--- config.mk ---
export PLATFORM = sky130hd
export DESIGN_NAME = screen_arbiter
export DESIGN_NICKNAME = d
export VERILOG_FILES = /design/src/rtl/screen_arbiter_pkg.sv /design/src/rtl/screen_arbiter_rr_picker.sv /design/src/rtl/screen_arbiter.sv
export SDC_FILE = /design/constraint.sdc
export NUM_CORES = 1
export LEC_CHECK = 0
export CELL_PAD_IN_SITES_DETAIL_PLACEMENT = 0
export CELL_PAD_IN_SITES_GLOBAL_PLACEMENT = 1
export CORE_ASPECT_RATIO = 1.75
export CORE_UTILIZATION = 22
export DETAILED_ROUTE_END_ITERATION = 7
export PLACE_DENSITY_LB_ADDON = 0.1
export SYNTH_ARGS = -nofsm -noshare
export SYNTH_HDL_FRONTEND = slang
export SYNTH_SLANG_ARGS = --single-unit
export TNS_END_PERCENT = 100
--- constraint.sdc ---
create_clock -name clock -period 1.49 [get_ports clock]
set_input_delay 0.447 -clock clock [delete_from_list [all_inputs] [get_ports clock]]
set_output_delay 0.447 -clock clock [all_outputs]
set_load 0.03 [all_outputs]
--- src/rtl/screen_arbiter_pkg.sv ---
`default_nettype none
// +-------------------------------------------------------------------+
// | screen_arbiter_pkg: shared state encoding and defaults. Rev 1.0   |
// +-------------------------------------------------------------------+
package screen_arbiter_pkg;

    localparam int DEFAULT_WIDTH        = 8;
    localparam int DEFAULT_COLOUR_WIDTH = 3;

    typedef enum logic [1:0] {
        S_IDLE    = 2'd0,
        S_START   = 2'd1,
        S_BUSY    = 2'd2,
        S_RELEASE = 2'd3
    } arb_state_t;

    function automatic int wrap_inc(input int idx, input int n);
        return (idx + 1 >= n) ? 0 : idx + 1;
    endfunction

endpackage
`default_nettype wire

--- src/rtl/screen_arbiter_rr_picker.sv ---
`default_nettype none
// +-------------------------------------------------------------------+
// | rr_picker: first requester at or after ptr, wrapping. Rev 1.0     |
// +-------------------------------------------------------------------+
module rr_picker #(
    parameter int NUM_REQ = 2,
    parameter int IDX_W   = 1
) (
    input  logic [NUM_REQ-1:0] req,
    input  logic [IDX_W-1:0]   ptr,
    output logic [NUM_REQ-1:0] winner,
    output logic [IDX_W-1:0]   index,
    output logic               any
);

    // Two passes: indices at/above ptr first, then the wrapped-around lower ones.
    always_comb begin
        winner = '0;
        index  = '0;
        any    = 1'b0;
        for (int i = 0; i < NUM_REQ; i++) begin
            if (!any && req[i] && (i >= int'(ptr))) begin
                any       = 1'b1;
                winner[i] = 1'b1;
                index     = IDX_W'(i);
            end
        end
        for (int i = 0; i < NUM_REQ; i++) begin
            if (!any && req[i]) begin
                any       = 1'b1;
                winner[i] = 1'b1;
                index     = IDX_W'(i);
            end
        end
    end

endmodule
`default_nettype wire

--- src/rtl/screen_arbiter.sv ---
`default_nettype none
// +-------------------------------------------------------------------+
// | screen_arbiter: round-robin share of one screen_writer. Rev 1.0   |
// +-------------------------------------------------------------------+
module screen_arbiter
    import screen_arbiter_pkg::*;
#(
    parameter int NUM_REQ      = 2,
    parameter int WIDTH        = DEFAULT_WIDTH,
    parameter int COLOUR_WIDTH = DEFAULT_COLOUR_WIDTH
) (
    input  logic                            clock,
    input  logic                            reset,
    input  logic [NUM_REQ-1:0]              req_start,
    input  logic [NUM_REQ*COLOUR_WIDTH-1:0] req_colour,
    input  logic [NUM_REQ*WIDTH-1:0]        req_x_min,
    input  logic [NUM_REQ*WIDTH-1:0]        req_y_min,
    input  logic [NUM_REQ*WIDTH-1:0]        req_x_range,
    input  logic [NUM_REQ*WIDTH-1:0]        req_y_range,
    output logic [NUM_REQ-1:0]              req_grant,
    output logic [NUM_REQ-1:0]              req_done,
    output logic [WIDTH-1:0]                req_screen_x,
    output logic [WIDTH-1:0]                req_screen_y,
    output logic [COLOUR_WIDTH-1:0]         req_old_colour,
    output logic                            screen_start,
    output logic [COLOUR_WIDTH-1:0]         new_screen_colour,
    output logic [WIDTH-1:0]                screen_x_min,
    output logic [WIDTH-1:0]                screen_y_min,
    output logic [WIDTH-1:0]                screen_x_range,
    output logic [WIDTH-1:0]                screen_y_range,
    input  logic [WIDTH-1:0]                screen_x,
    input  logic [WIDTH-1:0]                screen_y,
    input  logic [COLOUR_WIDTH-1:0]         old_screen_colour,
    input  logic                            screen_done
);

    localparam int IDX_W = (NUM_REQ > 1) ? $clog2(NUM_REQ) : 1;

    arb_state_t state, state_next;

    logic [IDX_W-1:0]        ptr;
    logic [IDX_W-1:0]        owner;
    logic [NUM_REQ-1:0]      win_onehot;
    logic [IDX_W-1:0]        win_index;
    logic                    win_any;

    logic [COLOUR_WIDTH-1:0] colour_arr  [NUM_REQ];
    logic [WIDTH-1:0]        x_min_arr   [NUM_REQ];
    logic [WIDTH-1:0]        y_min_arr   [NUM_REQ];
    logic [WIDTH-1:0]        x_range_arr [NUM_REQ];
    logic [WIDTH-1:0]        y_range_arr [NUM_REQ];

    logic [WIDTH-1:0]        sel_x_min, sel_y_min, sel_x_range, sel_y_range;

    genvar g;
    generate
        for (g = 0; g < NUM_REQ; g++) begin : g_unpack
            assign colour_arr[g]  = req_colour[g*COLOUR_WIDTH +: COLOUR_WIDTH];
            assign x_min_arr[g]   = req_x_min[g*WIDTH +: WIDTH];
            assign y_min_arr[g]   = req_y_min[g*WIDTH +: WIDTH];
            assign x_range_arr[g] = req_x_range[g*WIDTH +: WIDTH];
            assign y_range_arr[g] = req_y_range[g*WIDTH +: WIDTH];
        end
    endgenerate

    rr_picker #(
        .NUM_REQ (NUM_REQ),
        .IDX_W   (IDX_W)
    ) u_picker (
        .req    (req_start),
        .ptr    (ptr),
        .winner (win_onehot),
        .index  (win_index),
        .any    (win_any)
    );

    // Region comes from the candidate winner; colour follows the current owner every cycle.
    always_comb begin
        sel_x_min         = '0;
        sel_y_min         = '0;
        sel_x_range       = '0;
        sel_y_range       = '0;
        new_screen_colour = '0;
        for (int i = 0; i < NUM_REQ; i++) begin
            if (win_onehot[i]) begin
                sel_x_min   = x_min_arr[i];
                sel_y_min   = y_min_arr[i];
                sel_x_range = x_range_arr[i];
                sel_y_range = y_range_arr[i];
            end
            if (req_grant[i]) begin
                new_screen_colour = colour_arr[i];
            end
        end
    end

    always_comb begin
        state_next = state;
        case (state)
            S_IDLE:    if (win_any) state_next = S_START;
            S_START:   state_next = S_BUSY;
            S_BUSY:    if (screen_done) state_next = S_RELEASE;
            S_RELEASE: state_next = S_IDLE;
            default:   state_next = S_IDLE;
        endcase
    end

    always_ff @(posedge clock or posedge reset) begin
        if (reset) begin
            state          <= S_IDLE;
            ptr            <= '0;
            owner          <= '0;
            req_grant      <= '0;
            req_done       <= '0;
            screen_start   <= 1'b0;
            screen_x_min   <= '0;
            screen_y_min   <= '0;
            screen_x_range <= '0;
            screen_y_range <= '0;
        end else begin
            state        <= state_next;
            screen_start <= (state == S_START);
            req_done     <= '0;
            case (state)
                S_IDLE: begin
                    if (win_any) begin
                        req_grant      <= win_onehot;
                        owner          <= win_index;
                        screen_x_min   <= sel_x_min;
                        screen_y_min   <= sel_y_min;
                        screen_x_range <= sel_x_range;
                        screen_y_range <= sel_y_range;
                    end
                end
                S_BUSY: begin
                    if (screen_done) req_done <= req_grant;
                end
                S_RELEASE: begin
                    req_grant <= '0;
                    ptr       <= IDX_W'(wrap_inc(int'(owner), NUM_REQ));
                end
                default: ;
            endcase
        end
    end

    assign req_screen_x   = screen_x;
    assign req_screen_y   = screen_y;
    assign req_old_colour = old_screen_colour;

endmodule
`default_nettype wire

# Word-level counts from Yosys, hierarchy flattened
# Cells that the tools add are included.
# W data, S select, Z words.
classes:
  addsub: 1
  multipliers: 0
  magnitude_cmp: 2
  eq_ne: 5
  n_bitwise: 0
  muxes: 27
  reduce_logical: 12
  div_mod_pow: 0
  shifts: 0
ops:
  columns: ["op", "count"]
  rows:
  - ["$mux W8", 8]
  - ["$mux W1", 10]
  - ["$mux W2", 5]
  - ["$pmux W2 S4", 1]
  - ["$mux W3", 2]
  - ["$reduce_and A2 Y1", 3]
  - ["$eq A2 B2 Y1 const B", 2]
  - ["$logic_and A1 B1 Y1", 4]
  - ["$pmux W2 S2", 1]
  - ["$logic_not A1 Y1", 3]
  - ["$add A1 B1 Y2 const B", 1]
  - ["$eq A2 B1 Y1 const B", 1]
  - ["$ge A2 B2 Y1 const B", 1]
  - ["$logic_not A2 Y1", 1]
  - ["$ne A2 B1 Y1 const B", 1]
  - ["$ne A2 B2 Y1 const B", 1]
  - ["$reduce_bool A2 Y1", 1]
  - ["$ge A1 B1 Y1 const A", 1]
totals:
  mem_bits_ro: 0
  input_bits: 94
  ff_bits: 41
  ram_bits: 0
  n_memories: 0
  latchBits: 0
  output_inout_bits: 59

# Logic depth before layout (Yosys ltp)
# Gate-level depths: netlist of the first run.
depth:
  word_depth: 14
  ltp_mapped: 7

# Cells and area by module
# Synthesis of the first run repeated with hierarchy kept, for this count alone.
hier_totals:
  hier_cells: 211
  area_unflattened_um2: 2137.0
modules_own_cells:
  columns: ["module", "cells_each", "instances", "area_per_inst_um2"]
  rows:
  - ["screen_arbiter", 206, 1, 2104.5]
  - ["rr_picker", 5, 1, 32.5]

# Worst setup path before layout of the first run
# No wires, ideal clock.
synth_path:
  path_kind: "reg-to-output"
  from: "reg req_grant[0]"
  to: "out new_screen_colour[1]"
  arrival_time_ns: 1.289
  path_stages_with_launch: 3
  required_time_ns: 1.043
  path_slack_ns: -0.246
  cell_sequence: "dfrtp_1 -> nand2_1 -> o21ai_0"
synth_between:
  elab_chain_cells: 2
synth_lines:
  columns: ["element", "line", "source"]
  rows:
  - ["start: declaration", "screen_arbiter.sv:20", "output logic [NUM_REQ-1:0] req_grant,"]
  - ["start signal: assignment", "screen_arbiter.sv:127", "req_grant <= win_onehot;"]
  - ["$mux W3 (2 in series)", "screen_arbiter.sv:91", "if (req_grant[i]) begin"]
  - ["end: declaration", "screen_arbiter.sv:26", "output logic [COLOUR_WIDTH-1:0] new_screen_colour,"]
# No other way between the ends.

# Worst setup path in the final report of the first run
layout_path:
  from: "reg req_grant[1]"
  to: "out new_screen_colour[2]"
layout_between:
  elab_chain_cells: 1
layout_lines:
  columns: ["element", "line"]
  rows:
  - ["$mux W3", "screen_arbiter.sv:91"]
# No other way between the ends.

==> report_table.html, run 1 <==
<table>
<tr><th>Metric</th><th>Value</th></tr>
<tr><th colspan="2">Power and ir drop</th></tr>
<tr><td>Net switching power figure</td><td>between 2 and 3 mW</td></tr>
<tr><td>Switching portion of total power</td><td>about two fifths</td></tr>
<tr><td>Pint</td><td>between 4 and 5 mW</td></tr>
<tr><td>Power per cell area</td><td>around 2000 nW/um^2</td></tr>
<tr><td>Sequential fraction of design power</td><td>27.9%</td></tr>
<tr><td>Combinational power share</td><td>between 50% and 60%</td></tr>
<tr><td>Max IR drop VDD</td><td>0.831 mV</td></tr>
<tr><td>Clock Power Share</td><td>between 10% and 20%</td></tr>
<tr><td>Static leakage power</td><td>approximately 1.7 nW</td></tr>
<tr><th colspan="2">Cells and area</th></tr>
<tr><td>FILL cells</td><td>921</td></tr>
<tr><td>Combined area of the multi-input logic cells</td><td>822 um^2</td></tr>
<tr><td>Most common cell after layout, fill and taps aside</td><td>sky130_fd_sc_hd__clkdlybuf4s50_1</td></tr>
<tr><td>Storage element area</td><td>1030 um^2</td></tr>
<tr><td>Top library cells by usage in the layout, fill and taps aside</td><td>66 x sky130_fd_sc_hd__clkdlybuf4s50_1, 44 x sky130_fd_sc_hd__buf_4, 40 x sky130_fd_sc_hd__dfrtp_1</td></tr>
<tr><td>Final design instance area without fill</td><td>3540 um^2</td></tr>
<tr><td>Synth-to-layout area growth</td><td>73.6%</td></tr>
<tr><td>Non-filler cells in the finished layout</td><td>roughly 420</td></tr>
<tr><td>Layout cells sized above 1</td><td>between 20 and 30%</td></tr>
<tr><td>ANT cells</td><td>0</td></tr>
<tr><td>Final #Nets</td><td>401</td></tr>
<tr><th colspan="2">Floorplan</th></tr>
<tr><td>Area of the core</td><td>between 9000 and 10000 um^2</td></tr>
<tr><td>Number of placed I/O pins</td><td>roughly 150</td></tr>
<tr><td>Die Height</td><td>approximately 130 um</td></tr>
<tr><td>Die W</td><td>about 75 um</td></tr>
<tr><td>Standard-cell row count</td><td>46</td></tr>
<tr><td>Effective utilization at floorplan</td><td>between 20% and 30%</td></tr>
<tr><td>Total die area</td><td>slightly below 10000 um^2</td></tr>
<tr><th colspan="2">Global route</th></tr>
<tr><td>Number of antenna violations at the first check in global routing</td><td>0</td></tr>
<tr><td>Gr ovfl total</td><td>0</td></tr>
<tr><td>All-Layer GR Usage</td><td>between 10% and 20%</td></tr>
<tr><td>Pin count of the biggest net entering global routing</td><td>27</td></tr>
<tr><td>Number of global-route vias before repair</td><td>roughly 2000</td></tr>
<tr><td>First-pass GRT wire length</td><td>between 10000 and 15000 um</td></tr>
<tr><th colspan="2">Yosys</th></tr>
<tr><td>Xor and xnor area share after synthesis</td><td>0%</td></tr>
<tr><td>Number of instances in the synthesized netlist</td><td>185</td></tr>
<tr><td>Average cell area after synthesis</td><td>between 10 and 15 um^2</td></tr>
<tr><td>Post-Synthesis Net Count</td><td>284</td></tr>
<tr><td>Yosys cell types</td><td>27</td></tr>
<tr><td>Fraction of the mapped netlist area in simple logic gates</td><td>12.1%</td></tr>
<tr><td>Post-synthesis compound-gate area fraction</td><td>between 20% and 30%</td></tr>
<tr><td>Adder and majority cell fraction of the synthesized area</td><td>under 10%</td></tr>
<tr><td>Total standard cell area after synthesis</td><td>2040 um^2</td></tr>
<tr><td>Largest family of logic cells by synthesized area</td><td>compound AO/OA/AOI/OAI gates</td></tr>
<tr><td>Seq cells post-synth</td><td>just over 40</td></tr>
<tr><td>Mux contribution to synthesized area</td><td>less than 1%</td></tr>
<tr><td>Fraction of the yosys area taken by sequential cells</td><td>about half</td></tr>
<tr><td>Number of warnings issued by yosys</td><td>0</td></tr>
<tr><th colspan="2">Critical path</th></tr>
<tr><td>Destination of the worst register-to-register timing path</td><td>state[1]</td></tr>
<tr><td>Cell-by-cell trace of the critical path</td><td>nor2b_4, a22o_1, buf_6</td></tr>
<tr><td>Required time of the worst setup path</td><td>~1.0 ns</td></tr>
<tr><td>Type of the worst setup path</td><td>register to primary output</td></tr>
<tr><td>Depth of the most critical reg-to-reg path</td><td>6</td></tr>
<tr><td>CP max stage delay</td><td>0.46 ns</td></tr>
<tr><td>Arrival time reported for the critical path endpoint</td><td>1.15 ns</td></tr>
<tr><td>Number of buffers and inverters on the critical path</td><td>1</td></tr>
<tr><td>Max Fanout on Critical Path</td><td>6</td></tr>
<tr><td>Cell type group with the largest total delay on the critical path</td><td>flip-flops</td></tr>
<tr><td>Sort of element at the start of the critical path</td><td>register</td></tr>
<tr><td>Register-to-register path setup slack</td><td>around 0.040 ns</td></tr>
<tr><td>Critical path capture point type</td><td>primary output</td></tr>
<tr><td>Slowest CP cell</td><td>sky130_fd_sc_hd__dfrtp_2</td></tr>
<tr><td>Reg2reg start</td><td>state[1]</td></tr>
<tr><th colspan="2">STA</th></tr>
<tr><td>Final WS setup</td><td>-0.107 ns</td></tr>
<tr><td>Part of the cycle the worst path needs</td><td>107%</td></tr>
<tr><td>Number of failing setup endpoints in the final timing report</td><td>3</td></tr>
<tr><td>Total count of max-transition violations in the final report</td><td>0</td></tr>
<tr><td>Rel. slew slack</td><td>between 70% and 80%</td></tr>
<tr><td>Setup repair after global routing missed its margin</td><td>yes</td></tr>
<tr><td>Slew at the pin closest to its max-slew limit</td><td>about 0.31 ns</td></tr>
<tr><td>Largest clock skew in the final design</td><td>between 0.007 and 0.008 ns</td></tr>
<tr><td>Final Hold Fails</td><td>0</td></tr>
<tr><td>Clock period minus final worst setup slack</td><td>~1.6 ns</td></tr>
<tr><td>Highest Clock Rate</td><td>626 MHz</td></tr>
<tr><td>Hold Worst Slack</td><td>roughly 0.47 ns</td></tr>
<tr><th colspan="2">Worst hold path</th></tr>
<tr><td>Worst hold path depth</td><td>1</td></tr>
<tr><td>Startpoint of the tightest hold check path</td><td>owner</td></tr>
<tr><td>WHS Endpoint</td><td>ptr</td></tr>
<tr><td>Worst hold path type</td><td>register to register</td></tr>
<tr><th colspan="2">Drt</th></tr>
<tr><td>Total routed wirelength</td><td>between 7000 and 8000 um</td></tr>
<tr><td>Average wire length per cell after detail routing</td><td>roughly 17 um</td></tr>
<tr><td>DRC</td><td>0</td></tr>
<tr><td>Final ANT Viol Nets</td><td>0</td></tr>
<tr><td>DRC marker count from the first detailed-route iteration</td><td>54</td></tr>
<tr><td>Via-per-instance ratio</td><td>4.65</td></tr>
<tr><td>First drt pass iteration count</td><td>4</td></tr>
<tr><td>Total via count in the routed design</td><td>roughly 2000</td></tr>
<tr><th colspan="2">Clock tree</th></tr>
<tr><td>TritonCTS clock tree</td><td>built</td></tr>
<tr><td>Number of buffers added to fix hold violations after cts</td><td>0</td></tr>
<tr><td>Number of buffers created by CTS</td><td>5</td></tr>
<tr><td>Clock transition at path regs</td><td>approximately 0.060 ns</td></tr>
<tr><td>Number of buffers on the longest clock path</td><td>2</td></tr>
<tr><td>Clock latency on the worst-skew pair</td><td>slightly below 0.3 ns</td></tr>
<tr><td>Count of H-tree levels built during CTS</td><td>2</td></tr>
<tr><td>Root Buffer</td><td>sky130_fd_sc_hd__clkbuf_16</td></tr>
<tr><td>Clock sink count</td><td>between 40 and 50</td></tr>
<tr><th colspan="2">Placed design</th></tr>
<tr><td>Count of buffers inserted at the top-level ports</td><td>114</td></tr>
<tr><td>Cells after DPL</td><td>roughly 410</td></tr>
<tr><td>Routability-driven placement congestion ratio</td><td>between 0.7 and 0.8</td></tr>
<tr><td>DPL Wire Length</td><td>around 5100 um</td></tr>
<tr><td>Cell area after placement</td><td>between 3000 and 4000 um^2</td></tr>
<tr><th colspan="2">Status</th></tr>
<tr><td>Failing checks</td><td>negative setup slack</td></tr>
<tr><td>Outcome</td><td>finished, violations left</td></tr>
<tr><th colspan="2">Flow run</th></tr>
<tr><td>Total of max-cap violations</td><td>0</td></tr>
</table>
## registers in the layout (all words and copies together), names as in the netlist
| register | cells |
|---|---|
| owner | 1 |
| screen_x_min | 8 |
| ptr | 1 |
| screen_y_range | 8 |
| req_grant | 2 |
| screen_start | 1 |
| screen_x_range | 8 |
| req_done | 2 |
| state | 2 |
| screen_y_min | 8 |
## Yosys cell counts, drive strengths merged
| cell type | n | area share [%] |
|---|---|---|
| nand3 | 1 | 0.25 |
| nand4 | 1 | 0.31 |
| nor2 | 11 | 2.0 |
| a32oi | 9 | 3.9 |
| clkbuf | 7 | 1.3 |
| a221o | 23 | 11 |
| nand2b | 1 | 0.31 |
| a21boi | 1 | 0.55 |
| buf | 27 | 10 |
| mux2 | 1 | 0.55 |
| a21o | 1 | 0.37 |
| and3 | 26 | 8.0 |
| o32a | 1 | 0.49 |
| ha | 5 | 3.1 |
| o21a | 1 | 0.37 |
| a22o | 2 | 0.86 |
| nor3b | 1 | 0.37 |
| nand2 | 3 | 0.55 |
| a21oi | 11 | 2.7 |
| nor2b | 1 | 0.31 |
| inv | 5 | 0.92 |
| o21ai | 5 | 1.2 |
| dfrtp | 41 | 50 |
## how the worst max path moves through the flow
| stage | start | to | cells after the start |
|---|---|---|---|
| final | req_grant[1] | new_screen_colour[2] | 3 |
| after global routing | req_grant[1] | new_screen_colour[2] | 3 |
| after CTS | req_grant[1] | new_screen_colour[2] | 3 |
| after detailed placement | req_start[1] | state[1] | 5 |
| after global placement | req_start[1] | state[1] | 5 |
| after floorplan | state[1] | screen_x_min[0] | 6 |
## metal layers
layer / share of wire, % / global-route usage, %
met5: 0 / 0
met4: 1.5 / 4.99
met3: 7.9 / 4.90
met2: 55 / 27.3
met1: 35 / 15.2
## timing repair
| action | 4_1_cts | 5_1_grt |
|---|---|---|
| setup buffers | 3 | 1 |
| pin swaps | 6 | 0 |
| cloned | 1 | 1 |
| endpoints found under the hold margin | 0 | 0 |
| resized for setup | 38 | 18 |
| endpoints found under the setup margin | 48 | 22 |
## cells by family after synthesis
family | Yosys count
simple gates | 45
buf+inv | 39
compound gates | 54
mux | 1
flops | 41
fa+ha+maj | 5
## through the flow
| step | worst slack, ns | util, % | power, mW | TNS (ns) |
|---|---|---|---|---|
| finish | -0.107 | 39.2 | 7.09 | -0.304 |
| floorplan | 0.00520 | - | 4.23 | 0 |
| global placement | -0.366 | 36.4 | 5.83 | -12.98 |
| global route | -0.154 | 39.2 | 7.57 | -0.508 |
| CTS | -0.142 | 38.9 | 7.10 | -0.365 |
| detailed placement | -0.449 | 36.4 | 5.86 | -14.11 |
## cell type report
cell class                      count  area share (%)
Tap cell                          120            4.24
Sequential cell                    41            29.0
Multi-Input combinational cell    105            23.2
Clock buffer                        5            3.53
Inverter                            5           0.530
Clock inverter                      3           0.495
Timing Repair Buffer              144            39.0
## power groups by stage
| stage | combinational [mW] | sequential (mW) | clock (mW) |
|---|---|---|---|
| final | 4.05 | 1.98 | 1.07 |
| after global routing | 4.37 | 2.04 | 1.16 |
| after CTS | 4.02 | 1.97 | 1.10 |
| after detailed placement | 3.89 | 1.97 | 0 |
| after global placement | 3.85 | 1.98 | 0 |
| after floorplan | 1.38 | 2.85 | 0 |
Power figures use the tool's default switching activity.
==> inputs of run 2 (changes only) <==
--- a/config.mk
+++ b/config.mk
@@ -5,6 +5,7 @@
 export SDC_FILE = /design/constraint.sdc
 export NUM_CORES = 1
 export LEC_CHECK = 0
+export ABC_CLOCK_PERIOD_IN_PS = 1490
 export CELL_PAD_IN_SITES_DETAIL_PLACEMENT = 0
 export CELL_PAD_IN_SITES_GLOBAL_PLACEMENT = 1
 export CORE_ASPECT_RATIO = 1.75
==> results of run 2 <==
The final DEF is identical to that of run 1; final timing and power are the same.
==> inputs of run 3 (changes only) <==
--- a/config.mk
+++ b/config.mk
@@ -10,6 +10,7 @@
 export CELL_PAD_IN_SITES_GLOBAL_PLACEMENT = 1
 export CORE_ASPECT_RATIO = 1.75
 export CORE_UTILIZATION = 22
+export CTS_CLUSTER_SIZE = 8
 export DETAILED_ROUTE_END_ITERATION = 7
 export PLACE_DENSITY_LB_ADDON = 0.1
 export SYNTH_ARGS = -nofsm -noshare
==> results of run 3 <==
The final DEF is identical to that of run 1; final timing and power are the same.
